## src/rtl/nec_ir_tx.sv

```systemverilog
// NEC infrared frame transmitter: builds the mark/space envelope from a tick
// time base and gates the 37.9 kHz carrier onto the LED drive.
module nec_ir_tx #(
   parameter int TICK_CYCLES = 28125
) (
   input  logic       clk_50,
   input  logic       reset,
   input  logic       clk_38,
   input  logic       start,
   input  logic       rpt,
   input  logic [7:0] addr,
   input  logic [7:0] cmd,
   output logic       busy,
   output logic       done,
   output logic       envelope,
   output logic       ir_out
);

   localparam int PW = $clog2(TICK_CYCLES);
   localparam logic [PW-1:0] PMAX = PW'(TICK_CYCLES - 1);

   typedef enum logic [2:0] {
      S_IDLE, S_LEAD, S_LSPACE, S_BMARK, S_BSPACE, S_STOP
   } state_t;

   state_t          r_state;
   state_t          w_next;
   logic [PW-1:0]   r_pre;
   logic [4:0]      r_seg;
   logic [4:0]      r_bit;
   logic [31:0]     r_sh;
   logic            r_rpt;
   logic            r_env;
   logic            r_done;
   logic            w_accept;
   logic            w_tick;
   logic            w_seg_end;
   logic [4:0]      w_dur_m1;
   logic            w_env_nxt;
   logic            w_done_nxt;

   assign w_accept  = (r_state == S_IDLE) && start;
   assign w_tick    = (r_state != S_IDLE) && (r_pre == PMAX);
   assign w_seg_end = w_tick && (r_seg == w_dur_m1);

   // Last segment-count value of each state; bit spaces stretch to 3 ticks for a 1.
   always_comb begin
      w_dur_m1 = 5'd0;
      case (r_state)
         S_LEAD:   w_dur_m1 = 5'd15;
         S_LSPACE: w_dur_m1 = r_rpt ? 5'd3 : 5'd7;
         S_BSPACE: w_dur_m1 = r_sh[0] ? 5'd2 : 5'd0;
         default:  w_dur_m1 = 5'd0;
      endcase
   end

   always_ff @(posedge clk_50 or posedge reset) begin
      if (reset) r_state <= S_IDLE;
      else       r_state <= w_next;
   end

   always_comb begin
      w_next = r_state;
      case (r_state)
         S_IDLE:   if (start)     w_next = S_LEAD;
         S_LEAD:   if (w_seg_end) w_next = S_LSPACE;
         S_LSPACE: if (w_seg_end) w_next = r_rpt ? S_STOP : S_BMARK;
         S_BMARK:  if (w_seg_end) w_next = S_BSPACE;
         S_BSPACE: if (w_seg_end) w_next = (r_bit == 5'd31) ? S_STOP : S_BMARK;
         S_STOP:   if (w_seg_end) w_next = S_IDLE;
         default:  w_next = S_IDLE;
      endcase
   end

   always_comb begin
      w_env_nxt  = (w_next == S_LEAD) || (w_next == S_BMARK) || (w_next == S_STOP);
      w_done_nxt = (r_state == S_STOP) && (w_next == S_IDLE);
   end

   // Prescaler restarts on acceptance so every segment is an exact tick multiple.
   always_ff @(posedge clk_50 or posedge reset) begin
      if (reset) begin
         r_pre  <= '0;
         r_seg  <= 5'd0;
         r_bit  <= 5'd0;
         r_env  <= 1'b0;
         r_done <= 1'b0;
      end else begin
         r_env  <= w_env_nxt;
         r_done <= w_done_nxt;
         if (w_accept)                r_pre <= '0;
         else if (w_tick)             r_pre <= '0;
         else if (r_state != S_IDLE)  r_pre <= r_pre + PW'(1);
         if (r_state != w_next)       r_seg <= 5'd0;
         else if (w_tick)             r_seg <= r_seg + 5'd1;
         if (w_accept)                r_bit <= 5'd0;
         else if ((r_state == S_BSPACE) && w_seg_end) r_bit <= r_bit + 5'd1;
      end
   end

   // Frame payload: bit 0 of the shift register is always the bit being sent.
   always_ff @(posedge clk_50) begin
      if (w_accept) begin
         r_sh  <= {~cmd, cmd, ~addr, addr};
         r_rpt <= rpt;
      end else if ((r_state == S_BSPACE) && w_seg_end) begin
         r_sh  <= {1'b0, r_sh[31:1]};
      end
   end

   assign busy     = (r_state != S_IDLE);
   assign done     = r_done;
   assign envelope = r_env;
   assign ir_out   = r_env & clk_38;

endmodule

```

## config.mk

```make
export PLATFORM = sky130hd
export DESIGN_NAME = nec_ir_tx
export DESIGN_NICKNAME = d
export VERILOG_FILES = /design/src/rtl/nec_ir_tx.sv
export SDC_FILE = /design/constraint.sdc
export NUM_CORES = 1
export LEC_CHECK = 0
export CAP_MARGIN = 0
export CORE_ASPECT_RATIO = 0.75
export CORE_MARGIN = 5
export CORE_UTILIZATION = 50
export CTS_BUF_LIST = sky130_fd_sc_hd__clkbuf_8
export DETAILED_ROUTE_END_ITERATION = 10
export PLACE_DENSITY = 0.67
export RECOVER_POWER = 100
export SETUP_SLACK_MARGIN = 0.2
export SKIP_LAST_GASP = 1
export SYNTH_ARGS = -nofsm -noshare
export SYNTH_HDL_FRONTEND = slang
export SYNTH_SLANG_ARGS = --single-unit
```

## constraint.sdc

```tcl
create_clock -name clk_50 -period 5.1 [get_ports clk_50]
set_clock_uncertainty 0.05 [all_clocks]
set_input_delay 1.02 -clock clk_50 [delete_from_list [all_inputs] [get_ports clk_50]]
set_output_delay 1.02 -clock clk_50 [all_outputs]
set_load 0.01 [all_outputs]
```

# --- Word-level counts from Yosys, hierarchy flattened ---
# Cells that the tools add are included.
# W data, S select, Z words.
word_totals:
  register_bits: 63
  latchBits: 0
  ram_bits: 0
  mem_bits_ro: 0
  in_bits: 21
  out_inout_bits: 4
  elab_cells: 60
  n_memories: 0
classes:
  n_addsub: 3
  n_mul: 0
  div_mod_pow: 0
  n_lt_le_gt_ge: 0
  n_eq_ne: 12
  shifts: 0
  mux: 21
  bitwise_logic: 3
  n_reduce_logical: 13
ops:
  columns: ["op", "count"]
  rows:
  - ["$mux W32", 2]
  - ["$mux W15", 3]
  - ["$mux W3", 9]
  - ["$mux W5", 4]
  - ["$pmux W3 S6", 1]
  - ["$not A8 Y8", 2]
  - ["$add A15 B1 Y15 const B", 1]
  - ["$eq A15 B15 Y1 const B", 1]
  - ["$pmux W4 S3", 1]
  - ["$add A5 B1 Y5 const B", 2]
  - ["$eq A3 B2 Y1 const B", 3]
  - ["$eq A3 B3 Y1 const B", 3]
  - ["$eq A3 B1 Y1 const B", 2]
  - ["$logic_not A3 Y1", 2]
  - ["$reduce_bool A3 Y1", 2]
  - ["$eq A5 B5 Y1", 1]
  - ["$eq A5 B5 Y1 const B", 1]
  - ["$logic_and A1 B1 Y1", 5]
  - ["$reduce_bool A2 Y1", 2]
  - ["$ne A3 B3 Y1", 1]
  - ["$logic_or A1 B1 Y1", 2]
  - ["$mux W2", 1]
  - ["$and A1 B1 Y1", 1]

# --- Depth between registers and ports, before layout ---
depth:
  word_depth: 9
  mapped_depth: 10
  depth_no_buf: 8

# --- Least setup slack after synthesis ---
# Ideal clock, no wire load.
synth_timing:
  path_kind: "reg2reg"
  start: "reg r_pre[0]"
  end: "reg r_sh[0] (enable)"
  arrival_ps: 4005
  t_required_ps: 4584
  path_slack_ps: 580
  stages_incl_launch_ff: 8
  n_path_buf: 0
  period_less_slack_ps: 4520
  cell_sequence: "dfrtp_1 -> inv_1 -> ha_1 -> nand4bb_4 -> nor4_4 -> nand4b_2 -> or3_4 -> o21ai_0"
synth_via:
  elab_chain_cells: 5
synth_lines:
  columns: ["item", "line", "rtl"]
  rows:
  - ["start, declared", "28", "logic [PW-1:0] r_pre;"]
  - ["start signal, assigned", "93", "else if (r_state != S_IDLE) r_pre <= r_pre + PW'(1);"]
  - ["$eq A15 B15 Y1", "43", "assign w_tick = (r_state != S_IDLE) && (r_pre == PMAX);"]
  - ["$logic_and A1 B1 Y1", "43", null]
  - ["$logic_and A1 B1 Y1", "44", "assign w_seg_end = w_tick && (r_seg == w_dur_m1);"]
  - ["$logic_and A1 B1 Y1", "106", "end else if ((r_state == S_BSPACE) && w_seg_end) begin"]
  - ["$reduce_bool A2 Y1 (no line)", null, null]
  - ["end signal, assigned", "104", "r_sh <= {~cmd, cmd, ~addr, addr};"]
  - ["end signal, assigned", "107", "r_sh <= {1'b0, r_sh[31:1]};"]
  - ["end, declared", "31", "logic [31:0] r_sh;"]
# Every way passes these cells.
# A chain may end at the register's enable or synchronous reset.

# --- Worst setup path after layout ---
layout_timing:
  start: "reg r_state[0]"
  end: "out busy"
layout_via:
  elab_chain_cells: 1
layout_lines:
  columns: ["item", "line", "rtl"]
  rows:
  - ["start, declared", "26", "state_t r_state;"]
  - ["start signal, assigned", "59", "else r_state <= w_next;"]
  - ["$reduce_bool A3 Y1", "111", "assign busy = (r_state != S_IDLE);"]
  - ["end, declared", "13", "output logic busy,"]
# Every way passes these cells.

==> impl.org <==
** Die
- I/O pins :: 25
- From bottom edge to top edge, the die measures 78.6 um.
- Area of the die :: ~0.008 sq mm
- Total core area :: between 0.006 and 0.007 sq mm
- Once the floorplan was initialized, standard cells occupied between 50% and 60% of the core.
- Number of core rows :: 25
- Chip Width :: about 100 um

** Worst setup path
- STA classifies the critical path endpoint as a primary output.
- Data arrives at the worst endpoint at roughly 2.4 ns.
- Data on the critical path is required at its endpoint by around 4.0 ns.
- The worst setup path is launched from a flip-flop.
- Top fanout value on the critical path :: 13
- Type of the worst setup path :: reg2out

** Synth
- The synthesized design contains 63 register bits.
- In the synthesized netlist the dominant register cell turns out to be edfxtp_1.
- Count of flip-flops with a built-in enable after synthesis :: 33
- Mean post-synth cell area :: 9.61 sq um
- Sequential-to-total area share from yosys stat :: between 50% and 60%
- The netlist uses 45 different library cells.
- Syn nets :: about 350
- Netlist Area Pre-Place :: approximately 0.0031 sq mm
- Count of warnings emitted by yosys :: 0
- After technology mapping, the gate count stands at between 300 and 400.
- Post-synthesis async set-or-reset flop share :: between 40% and 50%

** Global route
- Number of antenna violations at the first check in global routing :: 0
- GRT Residual Overflow :: 0
- Entering global routing, the biggest net connects 34 pins.
- The first global-routing pass estimated 10500 um of wire.
- Across every metal layer, demand over resource in global routing totals about 17%.
- The number of global-route vias before repair came to 2238.

** Power and ir drop
- Maximum resistive drop on vdd :: roughly 0.17 mV
- In this run the static leakage power is 1.41 nW.
- P_sw :: between 300 and 400 uW
- Of the total power, registers draw 52.9%.
- Clk pwr share :: 37.2%
- Net switching is around 28% of the power.
- Total power divided by cell area :: between 300 and 400 mW/mm^2
- In this run, the combinational gates consume between 10% and 20% of the power.
- The internal portion of the total power is 868 uW.

** Drt
- Detailed Route WL :: around 6000 um
- After the first detailed-routing iteration, the DRC count stood at between 100 and 150.
- Number of routed nets with antenna violations :: 0
- The first detailed-routing pass ran for 4 iterations.
- For this run, design rule violations remaining after detail routing come to 0.
- Dividing the detail-routed wire length by the instance count gives 14.0 um.
- Via count of the routed design :: roughly 2.3k
- Average vias per placed instance :: about 5.4

** CTS
- The later pin in the worst-skew pair is clocked with a latency of 0.35 ns.
- The clock tree synthesis step divided the H-tree into 3 levels.
- Buffers added to address setup during post-CTS repair amount to 0.
- CTS-repair resized insts :: 0
- Root buffer cell :: clkbuf_8
- TritonCTS built the clock tree.
- Clock-pin slew was measured on the worst setup and hold paths at 0.08 ns.
- Buffers inserted to repair hold after CTS numbered 0.
- Counting along the longest clock path gives a buffer depth of 2.
- Clock buffers created by TritonCTS :: 9
- Clock sink count :: 63

** Placed design
- Weighted congestion reported at the end of routability-driven placement :: ~0.8
- Buffers on Ports :: 24
- After detailed placement, the design holds a cell count of 416.
- Pre-CTS setup slack :: approximately 1.9 ns
- Once detailed placement completed, the half-perimeter wirelength came to around 4000 um.

** STA
- The number of pins exceeding their max-slew limit in the final report came to 31.
- Summed over all failing endpoints, the final setup total negative slack is 0 ns.
- Final worst path period share :: between 60% and 70%
- Relative slew margins :: -10.4%
- Worst slew pin tran :: about 1.7 ns
- The smallest clock period supported by the final layout is computed as 3.44 ns.
- The tightest hold path in the finished design has a slack of 0.475 ns.
- Across all setup checks in the final design, the least slack found is ~1.7 ns.
- Setup repair after global routing left no endpoint under its margin.
- Number of setup violations in the final report :: 0
- The number of hold violations in the final report was 0.
- Static timing analysis puts the maximum clock frequency at 291 MHz.

** Finish
- P&R area growth vs syn :: 14.1%
- 0 antenna diodes ended up in the layout.
- Leading cell types in the layout, fill and taps excluded :: nand2_1 (88), o21ai_0 (39), edfxtp_1 (33), dfrtp_1 (30), nor2_1 (25)
- Most common cell after layout, fill and taps aside :: nand2_1
- Of the cells placed in the final design, the portion with a size suffix greater than 1 is approximately 6.3%.
- Excluding fillers, the count of instances in the completed layout stands at between 400 and 500.
- Number of nets in the layout :: ~370

** Outcome
- Failing checks :: capacitance limit, slew limit
- Run status :: finished, violations left

** Hold path
- Class of the most critical hold timing path :: reg2reg

** Run
- Max-cap violations in this run came to 1.
[stage by stage]
| stage | instance area (sq um) | power [mW] | util [%] |
|---|---|---|---|
| 2_1_floorplan | 3130 | 0.732 | - |
| 3_3_place_gp | 3420 | 0.768 | 55.3 |
| 3_5_place_dp | 3420 | 0.775 | 55.3 |
| 4_1_cts | 3630 | 1.23 | 58.6 |
| 5_1_grt | 3570 | 1.27 | 57.7 |
| 6_report | 3570 | 1.21 | 57.7 |
[synthesized netlist by cell type (2+ instances only)]
| library cell | n | area [sq um] |
|---|---|---|
| nand2_1 | 88 | 330 |
| o21ai_0 | 38 | 190 |
| edfxtp_1 | 33 | 991 |
| dfrtp_1 | 30 | 751 |
| nor2_1 | 25 | 93.8 |
| clkbuf_1 | 13 | 48.8 |
| inv_1 | 12 | 45.0 |
| nand3_1 | 8 | 40.0 |
| a21oi_1 | 7 | 35.0 |
| nand4_1 | 6 | 37.5 |
| xnor2_1 | 6 | 52.6 |
| ha_1 | 5 | 62.6 |
| xor2_1 | 5 | 43.8 |
| nor3_1 | 4 | 20.0 |
| nor4_1 | 4 | 25.0 |
| a31oi_1 | 3 | 18.8 |
| or3_1 | 3 | 18.8 |
| a211oi_1 | 2 | 15.0 |
| a22o_1 | 2 | 17.5 |
| and2_1 | 2 | 12.5 |
| and3_1 | 2 | 12.5 |
| buf_2 | 2 | 10.0 |
| clkbuf_2 | 2 | 10.0 |
| nor4_4 | 2 | 42.5 |
| o31ai_1 | 2 | 15.0 |
[metal layers]
layer / share of wire, % / vias to the layer above / GRT usage, %
li1: - / 1164 / -
met1: 49 / 1104 / 22.7
met2: 44 / 54 / 25.2
met3: 5.8 / 11 / 6.22
met4: 1.4 / 0 / 6.24
met5: 0 / - / 0
[flip-flops by register name, indices dropped and copies added (netlist names)]
name,count
r_sh,32
r_pre,15
r_bit,5
r_seg,5
r_state,3
done,1
envelope,1
r_rpt,1
[power by group through the flow]
| stage | logic [mW] | registers (mW) | clock network (mW) |
|---|---|---|---|
| 5_1_grt | 0.137 | 0.648 | 0.482 |
| 3_3_place_gp | 0.121 | 0.648 | 0 |
| 3_5_place_dp | 0.127 | 0.648 | 0 |
| 6_report | 0.121 | 0.640 | 0.450 |
| 2_1_floorplan | 0.112 | 0.620 | 0 |
| 4_1_cts | 0.127 | 0.638 | 0.462 |
[critical path, stage by stage (launching register included)]
cell,delay [ns]
dfrtp_1,0.51
nor3_1,0.62
inv_1,0.23
dlygate4sd3_1,0.66
[cells by family (layout without fill, tap and decap cells)]
group / after synthesis / after routing / synth area share, %
AOI/OAI and AO/OA: 61 / 61 / 11.3
xor gates and xnor gates: 11 / 11 / 3.08
adders and majority gates: 5 / 5 / 2.00
buffers and inverters: 30 / 55 / 3.87
DFF: 63 / 63 / 55.6
and+or+nand+nor: 156 / 156 / 24.1
[layout make-up]
type | count | area (sq um)
well taps | 81 | 101
flip-flops and latches | 63 | 1740
clock inverters | 7 | 80.1
fillers | 553 | 2620
repair buffers | 27 | 255
clock buffers | 9 | 124
multi-input cells | 233 | 1230
inverters | 12 | 45.0
[path summary, 6_finish.rpt]
check                                startpoint  depth (start not counted)                     to  slack [ns]
setup / recovery           r_state[0]$_DFF_PP0_                          3                   busy        1.66
hold / removal               r_sh[22]$_DFFE_PP_                          2     r_sh[21]$_DFFE_PP_        0.48
setup reg to reg           r_pre[0]$_DFFE_PP0P_                          8     r_sh[10]$_DFFE_PP_        1.83
hold reg to reg              r_sh[22]$_DFFE_PP_                          2     r_sh[21]$_DFFE_PP_        0.48
max in group asynchronous                 reset                          3  r_pre[10]$_DFFE_PP0P_        2.39
min in group asynchronous                 reset                          3   r_pre[6]$_DFFE_PP0P_        1.64
Note: power is estimated with default switching activity, not from simulation.
